## src/rtl/dvp_pkg.sv

```systemverilog
// Shared DVP link definitions: receiver FSM states and default frame geometry.
package dvp_pkg;

  typedef enum logic [1:0] {
    S_IDLE  = 2'd0,
    S_VSYNC = 2'd1,
    S_FRAME = 2'd2
  } dvp_state_e;

  // Default geometry, shared with the DVP imitator
  localparam int DVP_H_BYTES = 2560;
  localparam int DVP_V_LINES = 720;

endpackage

```

## src/rtl/dvp_capture_rx_if.sv

```systemverilog
// Camera pin bundle plus the captured pixel stream with line/frame markers.
interface dvp_capture_rx_if;
  logic        VSYNC;
  logic        HREF;
  logic [7:0]  D;
  logic        pix_valid;
  logic [15:0] pix_data;
  logic        pix_sof;
  logic        pix_sol;
  logic        pix_eol;
  logic        pix_eof;

  // Camera / imitator side: drives pins, consumes pixels
  modport master (
    output VSYNC, HREF, D,
    input  pix_valid, pix_data, pix_sof, pix_sol, pix_eol, pix_eof
  );

  // Receiver side
  modport slave (
    input  VSYNC, HREF, D,
    output pix_valid, pix_data, pix_sof, pix_sol, pix_eol, pix_eof
  );
endinterface

```

## src/rtl/dvp_in_sampler.sv

```systemverilog
// Registers the DVP pins once and derives VSYNC/HREF edges from a second stage.
module dvp_in_sampler (
  input  logic       pclk,
  input  logic       reset,
  input  logic       VSYNC,
  input  logic       HREF,
  input  logic [7:0] D,
  output logic       hr_r,
  output logic [7:0] d_r,
  output logic       vs_rise,
  output logic       vs_fall,
  output logic       hr_fall
);
  logic vs_r, vs_rr, hr_rr;

  // Pin capture plus one delayed copy of the sync lines for edge detect
  always_ff @(posedge pclk or posedge reset) begin
    if (reset) begin
      vs_r  <= 1'b0;
      vs_rr <= 1'b0;
      hr_r  <= 1'b0;
      hr_rr <= 1'b0;
      d_r   <= 8'h00;
    end else begin
      vs_r  <= VSYNC;
      vs_rr <= vs_r;
      hr_r  <= HREF;
      hr_rr <= hr_r;
      d_r   <= D;
    end
  end

  assign vs_rise = vs_r & ~vs_rr;
  assign vs_fall = ~vs_r & vs_rr;
  assign hr_fall = ~hr_r & hr_rr;

endmodule

```

## src/rtl/dvp_capture_rx.sv

```systemverilog
// DVP receiver: frame FSM, byte-pair packer with line/frame markers, and
// per-line / per-frame geometry checker.
module dvp_capture_rx
  import dvp_pkg::*;
#(
  parameter int H_BYTES = DVP_H_BYTES,
  parameter int V_LINES = DVP_V_LINES,
  parameter int LINE_W  = 12,
  parameter int ROW_W   = 10
) (
  input  logic             pclk,
  input  logic             reset,
  dvp_capture_rx_if.slave  bus,
  input  logic             capture_en,
  input  logic             err_clr,
  output logic [7:0]       frame_cnt,
  output logic             err_line,
  output logic             err_frame,
  output logic             busy
);
  localparam logic [LINE_W-1:0] H_END  = LINE_W'(H_BYTES);
  localparam logic [LINE_W-1:0] H_LAST = LINE_W'(H_BYTES - 1);
  localparam logic [LINE_W-1:0] B_ONE  = LINE_W'(1);
  localparam logic [ROW_W-1:0]  V_LAST = ROW_W'(V_LINES - 1);

  logic       hr_r, vs_rise, vs_fall, hr_fall;
  logic [7:0] d_r;

  dvp_in_sampler u_smp (
    .pclk    (pclk),
    .reset   (reset),
    .VSYNC   (bus.VSYNC),
    .HREF    (bus.HREF),
    .D       (bus.D),
    .hr_r    (hr_r),
    .d_r     (d_r),
    .vs_rise (vs_rise),
    .vs_fall (vs_fall),
    .hr_fall (hr_fall)
  );

  dvp_state_e        state, state_nx;
  logic [LINE_W-1:0] bcnt;
  logic              ovf;      // bytes arrived after the counter stopped at H_BYTES
  logic [ROW_W-1:0]  row;
  logic [7:0]        hi_byte;

  logic in_frame, abort, line_end, last_line, line_bad;

  // A VSYNC rise inside a frame wins over anything else happening that cycle
  assign in_frame  = (state == S_FRAME);
  assign abort     = in_frame && vs_rise;
  assign line_end  = in_frame && hr_fall && !vs_rise;
  assign last_line = (row == V_LAST);
  assign line_bad  = (bcnt != H_END) || ovf;
  assign busy      = (state != S_IDLE);

  // State register
  always_ff @(posedge pclk or posedge reset) begin
    if (reset) state <= S_IDLE;
    else       state <= state_nx;
  end

  // Next-state: arm on VSYNC rise, start on VSYNC fall, finish after V_LINES lines
  always_comb begin
    state_nx = state;
    case (state)
      S_IDLE:  if (vs_rise && capture_en) state_nx = S_VSYNC;
      S_VSYNC: if (vs_fall) state_nx = S_FRAME;
      S_FRAME: begin
        if (abort)                      state_nx = capture_en ? S_VSYNC : S_IDLE;
        else if (line_end && last_line) state_nx = S_IDLE;
      end
      default: state_nx = S_IDLE;
    endcase
  end

  // Byte counter and packer; even byte is held, odd byte completes a pixel
  always_ff @(posedge pclk or posedge reset) begin
    if (reset) begin
      bcnt          <= '0;
      ovf           <= 1'b0;
      hi_byte       <= 8'h00;
      bus.pix_valid <= 1'b0;
      bus.pix_data  <= 16'h0000;
      bus.pix_sof   <= 1'b0;
      bus.pix_sol   <= 1'b0;
      bus.pix_eol   <= 1'b0;
      bus.pix_eof   <= 1'b0;
    end else begin
      bus.pix_valid <= 1'b0;
      bus.pix_sof   <= 1'b0;
      bus.pix_sol   <= 1'b0;
      bus.pix_eol   <= 1'b0;
      bus.pix_eof   <= 1'b0;
      if (!in_frame || abort || line_end) begin
        bcnt <= '0;
        ovf  <= 1'b0;
      end else if (hr_r) begin
        if (bcnt != H_END) begin
          bcnt <= bcnt + B_ONE;
          if (!bcnt[0]) begin
            hi_byte <= d_r;
          end else begin
            bus.pix_valid <= 1'b1;
            bus.pix_data  <= {hi_byte, d_r};
            bus.pix_sol   <= (bcnt == B_ONE);
            bus.pix_eol   <= (bcnt == H_LAST);
            bus.pix_sof   <= (bcnt == B_ONE) && (row == '0);
            bus.pix_eof   <= (bcnt == H_LAST) && last_line;
          end
        end else begin
          ovf <= 1'b1;
        end
      end
    end
  end

  // Row counter, good-frame counter and sticky geometry errors (set beats clear)
  always_ff @(posedge pclk or posedge reset) begin
    if (reset) begin
      row       <= '0;
      frame_cnt <= 8'h00;
      err_line  <= 1'b0;
      err_frame <= 1'b0;
    end else begin
      if (state == S_VSYNC) row <= '0;
      else if (line_end)    row <= row + 1'b1;
      if (line_end && last_line) frame_cnt <= frame_cnt + 8'd1;
      if (line_end && line_bad) err_line <= 1'b1;
      else if (err_clr)         err_line <= 1'b0;
      if (abort)        err_frame <= 1'b1;
      else if (err_clr) err_frame <= 1'b0;
    end
  end

endmodule

```

## src/flat_wrapper.sv

```systemverilog
// flat-port wrapper written by rule: the top's interface ports become plain ports
module dvp_capture_rx_flat import dvp_pkg::*;
#(
  parameter int H_BYTES = DVP_H_BYTES,
  parameter int V_LINES = DVP_V_LINES,
  parameter int LINE_W  = 12,
  parameter int ROW_W   = 10
)
  (pclk, reset, capture_en, err_clr, frame_cnt, err_line, err_frame, busy, bus_VSYNC, bus_HREF, bus_D, bus_pix_valid, bus_pix_data, bus_pix_sof, bus_pix_sol, bus_pix_eol, bus_pix_eof);
  dvp_capture_rx_if bus_i ();
  input  logic pclk;
  input  logic reset;
  input  logic capture_en;
  input  logic err_clr;
  output logic [7:0] frame_cnt;
  output logic err_line;
  output logic err_frame;
  output logic busy;
  input wire logic [$bits(bus_i.VSYNC)-1:0] bus_VSYNC;
  input wire logic [$bits(bus_i.HREF)-1:0] bus_HREF;
  input wire logic [$bits(bus_i.D)-1:0] bus_D;
  output wire logic [$bits(bus_i.pix_valid)-1:0] bus_pix_valid;
  output wire logic [$bits(bus_i.pix_data)-1:0] bus_pix_data;
  output wire logic [$bits(bus_i.pix_sof)-1:0] bus_pix_sof;
  output wire logic [$bits(bus_i.pix_sol)-1:0] bus_pix_sol;
  output wire logic [$bits(bus_i.pix_eol)-1:0] bus_pix_eol;
  output wire logic [$bits(bus_i.pix_eof)-1:0] bus_pix_eof;
  assign bus_i.VSYNC = bus_VSYNC;
  assign bus_i.HREF = bus_HREF;
  assign bus_i.D = bus_D;
  assign bus_pix_valid = bus_i.pix_valid;
  assign bus_pix_data = bus_i.pix_data;
  assign bus_pix_sof = bus_i.pix_sof;
  assign bus_pix_sol = bus_i.pix_sol;
  assign bus_pix_eol = bus_i.pix_eol;
  assign bus_pix_eof = bus_i.pix_eof;
  dvp_capture_rx #(.H_BYTES(H_BYTES), .V_LINES(V_LINES), .LINE_W(LINE_W), .ROW_W(ROW_W)) u_core (.pclk(pclk), .reset(reset), .bus(bus_i), .capture_en(capture_en), .err_clr(err_clr), .frame_cnt(frame_cnt), .err_line(err_line), .err_frame(err_frame), .busy(busy));
endmodule
```

## config.mk

```make
export PLATFORM = sky130hd
export DESIGN_NAME = dvp_capture_rx_flat
export DESIGN_NICKNAME = d
export VERILOG_FILES = /design/src/rtl/dvp_pkg.sv /design/src/rtl/dvp_capture_rx_if.sv /design/src/rtl/dvp_in_sampler.sv /design/src/rtl/dvp_capture_rx.sv /design/src/flat_wrapper.sv
export SDC_FILE = /design/constraint.sdc
export NUM_CORES = 1
export LEC_CHECK = 0
export ABC_CLOCK_PERIOD_IN_PS = 3750
export CELL_PAD_IN_SITES_DETAIL_PLACEMENT = 0
export CELL_PAD_IN_SITES_GLOBAL_PLACEMENT = 1
export CORE_AREA = 2 2 90 92
export DETAILED_ROUTE_END_ITERATION = 10
export DIE_AREA = 0 0 92 94
export GPL_ROUTABILITY_DRIVEN = 0
export PLACE_DENSITY_LB_ADDON = 0.1
export SETUP_SLACK_MARGIN = 0.3
export SLEW_MARGIN = 40
export SYNTH_ARGS = -nofsm -noshare
export SYNTH_HDL_FRONTEND = slang
export SYNTH_SLANG_ARGS = --single-unit
```

## constraint.sdc

```tcl
create_clock -name pclk -period 3.75 [get_ports pclk]
set_input_delay 0.9375 -clock pclk [delete_from_list [all_inputs] [get_ports pclk]]
set_output_delay 0.9375 -clock pclk [all_outputs]
set_load 0.01 [all_outputs]
```

==> key figures <==
Worst setup path
  • Worst EP required: 2.81 ns
  • Worst reg2reg path depth: 7
  • Critical path arrival: approximately 1.5 ns
  • Worst setup SP type: flop
  • Setup crit end kind: primary output
  • CP startpoint: u_core.state[1]
  • R2r startpoint: u_core.bcnt[0]
  • Crit path max fanout: 4
  • Critical path class: reg2out

Power and ir drop
  • Max VDD drop: around 250 µV
  • Leak: ~1.7 nW
  • Power Density: around 470 nW/µm²

Yosys
  • Synth Instances: 262
  • Ys Warns: 0
  • Yosys top cell area share: 0.595
  • Top cells by area, synth: dfrtp_1 (60%), mux2_2 (8.8%), xnor2_1 (4.1%)
  • Synth async-reset ratio: 1.00
  • Mapped Avg Cell Area: 12.2 µm²
  • Syn Nets: approximately 280
  • Post-synth EDFFs: 0
  • Distinct cells, synth: 42
  • Cell accounting for the most synthesized area: dfrtp_1
  • Post-Syn Area: 3190 µm²
  • Post-synthesis sequential area ratio: 0.595
  • Most used DFF post-synth: dfrtp_1
  • Synthesis-stage register bit count: 76

Clock tree
  • CTS Buf Count: 9
  • CTS sink count: 76
  • Root buf cell: clkbuf_8
  • Clock Latency Late Sink: 0.34 ns
  • Cts repair resizes: 0
  • H-tree levels: 3
  • CTS Hold Buffers Added: 0
  • Reg clk slew, reported paths: 0.08 ns
  • Worst-case clock buffer depth: 2
  • CTS tree: built
  • Post-CTS Setup Inserts: 0

Timing
  • Period utilization: 0.662
  • Final hold vios: 0
  • Worst setup margin: around 1.3 ns
  • Headroom to the max-slew limit: 0.510
  • Worst-margin pin slew: about 0.73 ns
  • RSZ-0062 raised after global routing: no
  • Setup TNS: 0 ns
  • Skew final: 0.0107 ns
  • Max Freq: 403 MHz
  • Max Slew Vio Count: 0
  • Setup violators final: 0
  • Post-layout min period: 2.48 ns

Detailed routing
  • ANT nets after route: 0
  • Via count: ~2.1k
  • Vias per std cell: roughly 5.1
  • Initial detailed-routing violation count: 87
  • Routed WL: approximately 6.0 mm
  • DRC: 0
  • WL/cell: 14.3 µm
  • DRT Pass-1 Iters: 4

Global route
  • First-pass GRT wire length: 10.6 mm
  • Gr usage total: 0.155
  • Initial antenna violation count: 0
  • Vias in the first global route: between 2k and 2.5k
  • Largest net degree at the start of global routing: 33
  • Global route total overflow: 0

Placement
  • IO Port Bufs: 45
  • DP HPWL: about 4.3 mm
  • DP Worst Slack: ~1.2 ns

Final layout
  • Final net count: 335
  • Layout area overhead: 25.5%
  • Footprint of the multi-input gates: 1220 µm²
  • Seq. cell area: 1900 µm²
  • Layout cell share with drive strength beyond 1: 0.163
  • Most frequent cells in the layout: dfrtp_1 (76), clkdlybuf4s50_1 (45), mux2_2 (25), nor2_1 (20), xnor2_1 (15)
  • Antenna Cells: 0
  • Fillcell total: about 690
  • Commonest non-fill, non-tap cell in the layout: dfrtp_1

Die
  • Die Y: between 90 and 100 µm
  • Width of the chip: 92 µm
  • Core ar.: roughly 7600 µm²
  • Num rows: 32
  • Die area: 8650 µm²
  • Starting density of the core: 0.420
  • IO Pins: 46

Outcome
  • Status: finished clean

Worst hold path
  • Min-delay src: u_core.u_smp.vs_r
  • Hold Crit Class: reg2reg
  • Hold depth: 0

Run
  • Max-cap violations: 0
-- sequential cells by signal, indices dropped and copies added, names as in the netlist, 2 cells and up --
signal / flops
u_core.bus.pix_data: 16
u_core.bcnt: 12
u_core.row: 10
u_core.frame_cnt: 8
u_core.hi_byte: 8
u_core.u_smp.d_r: 8
u_core.state: 2
-- worst paths after layout --
| kind | slack (ns) | endpoint |
|---|---|---|
| worst max-delay path | 1.27 | busy |
| worst min-delay path | 0.44 | u_core.u_smp.vs_rr |
| max in group asynchronous | 2.01 | u_core.bcnt[3] |
| worst min register to register | 0.44 | u_core.u_smp.vs_rr |
| min in group asynchronous | 0.94 | u_core.bus.pix_data[0] |
| worst max register to register | 1.27 | u_core.bus.pix_data[11] |
-- report_power, final --
part | internal [W] | switching [W] | total [W]
Sequential | 0.000892 | 0.0000411 | 0.000933
Combinational | 0.000109 | 0.0000816 | 0.000191
Clock | 0.000444 | 0.000299 | 0.000743
Total | 0.00145 | 0.000422 | 0.00187
-- cells in the mapped netlist, types with 3 or more instances --
cell,n
dfrtp_1,76
mux2_2,25
nor2_1,20
xnor2_1,15
nand2_1,14
inv_1,11
nand4_1,11
nand3_1,10
a21oi_1,6
ha_1,6
o31ai_1,6
nor3_1,5
o21ai_0,5
nor4_1,4
or3_1,4
and3_1,3
buf_2,3
nor2b_1,3
or4_1,3
xor2_1,3
-- metrics by stage --
| stage | instances | total power (W) | hold WS, ns | cell area [µm²] | util |
|---|---|---|---|---|---|
| finish | 422 | 0.00187 | 0.437 | 4010 | 0.527 |
| global route | 422 | 0.00195 | 0.442 | 4010 | 0.527 |
| CTS | 422 | 0.00189 | 0.440 | 4010 | 0.527 |
| detailed placement | 406 | 0.00115 | 0.423 | 3770 | 0.495 |
| global placement | 406 | 0.00114 | 0.416 | 3770 | 0.495 |
| floorplan | 262 | 0.00106 | 0.388 | 3190 | - |
-- worst max-delay path, stage by stage (launching register included) --
cell             delay (ns)
dfrtp_1                0.43
or2_2                  0.30
clkdlybuf4s50_1        0.47
-- cell type report --
cell class              count  share of cell area
clock buffers              10              0.0318
clock inverters             6              0.0278
inverters                  11              0.0103
multi-input cells         169               0.306
flip-flops and latches     76               0.475
well taps                 102              0.0318
repair buffers             48               0.118
-- routing by layer --
metal  GRT usage  vias to the layer above  routed length (µm)
met3      0.0305                        6                 186
met4      0.0597                        0                  65
met5           0                        -                   0
li1            -                     1043                   -
met2       0.235                       31                2880
met1       0.222                     1069                2900
-- logic make-up after synthesis --
logic type / Yosys count / synth area share
simple gates: 95 / 0.171
flops: 76 / 0.595
compound gates: 24 / 0.0482
fa+ha+maj: 6 / 0.0235
xor+xnor: 18 / 0.0494
mux: 26 / 0.0913
buf+inv: 17 / 0.0212
Note: power is estimated with default switching activity, not from simulation.
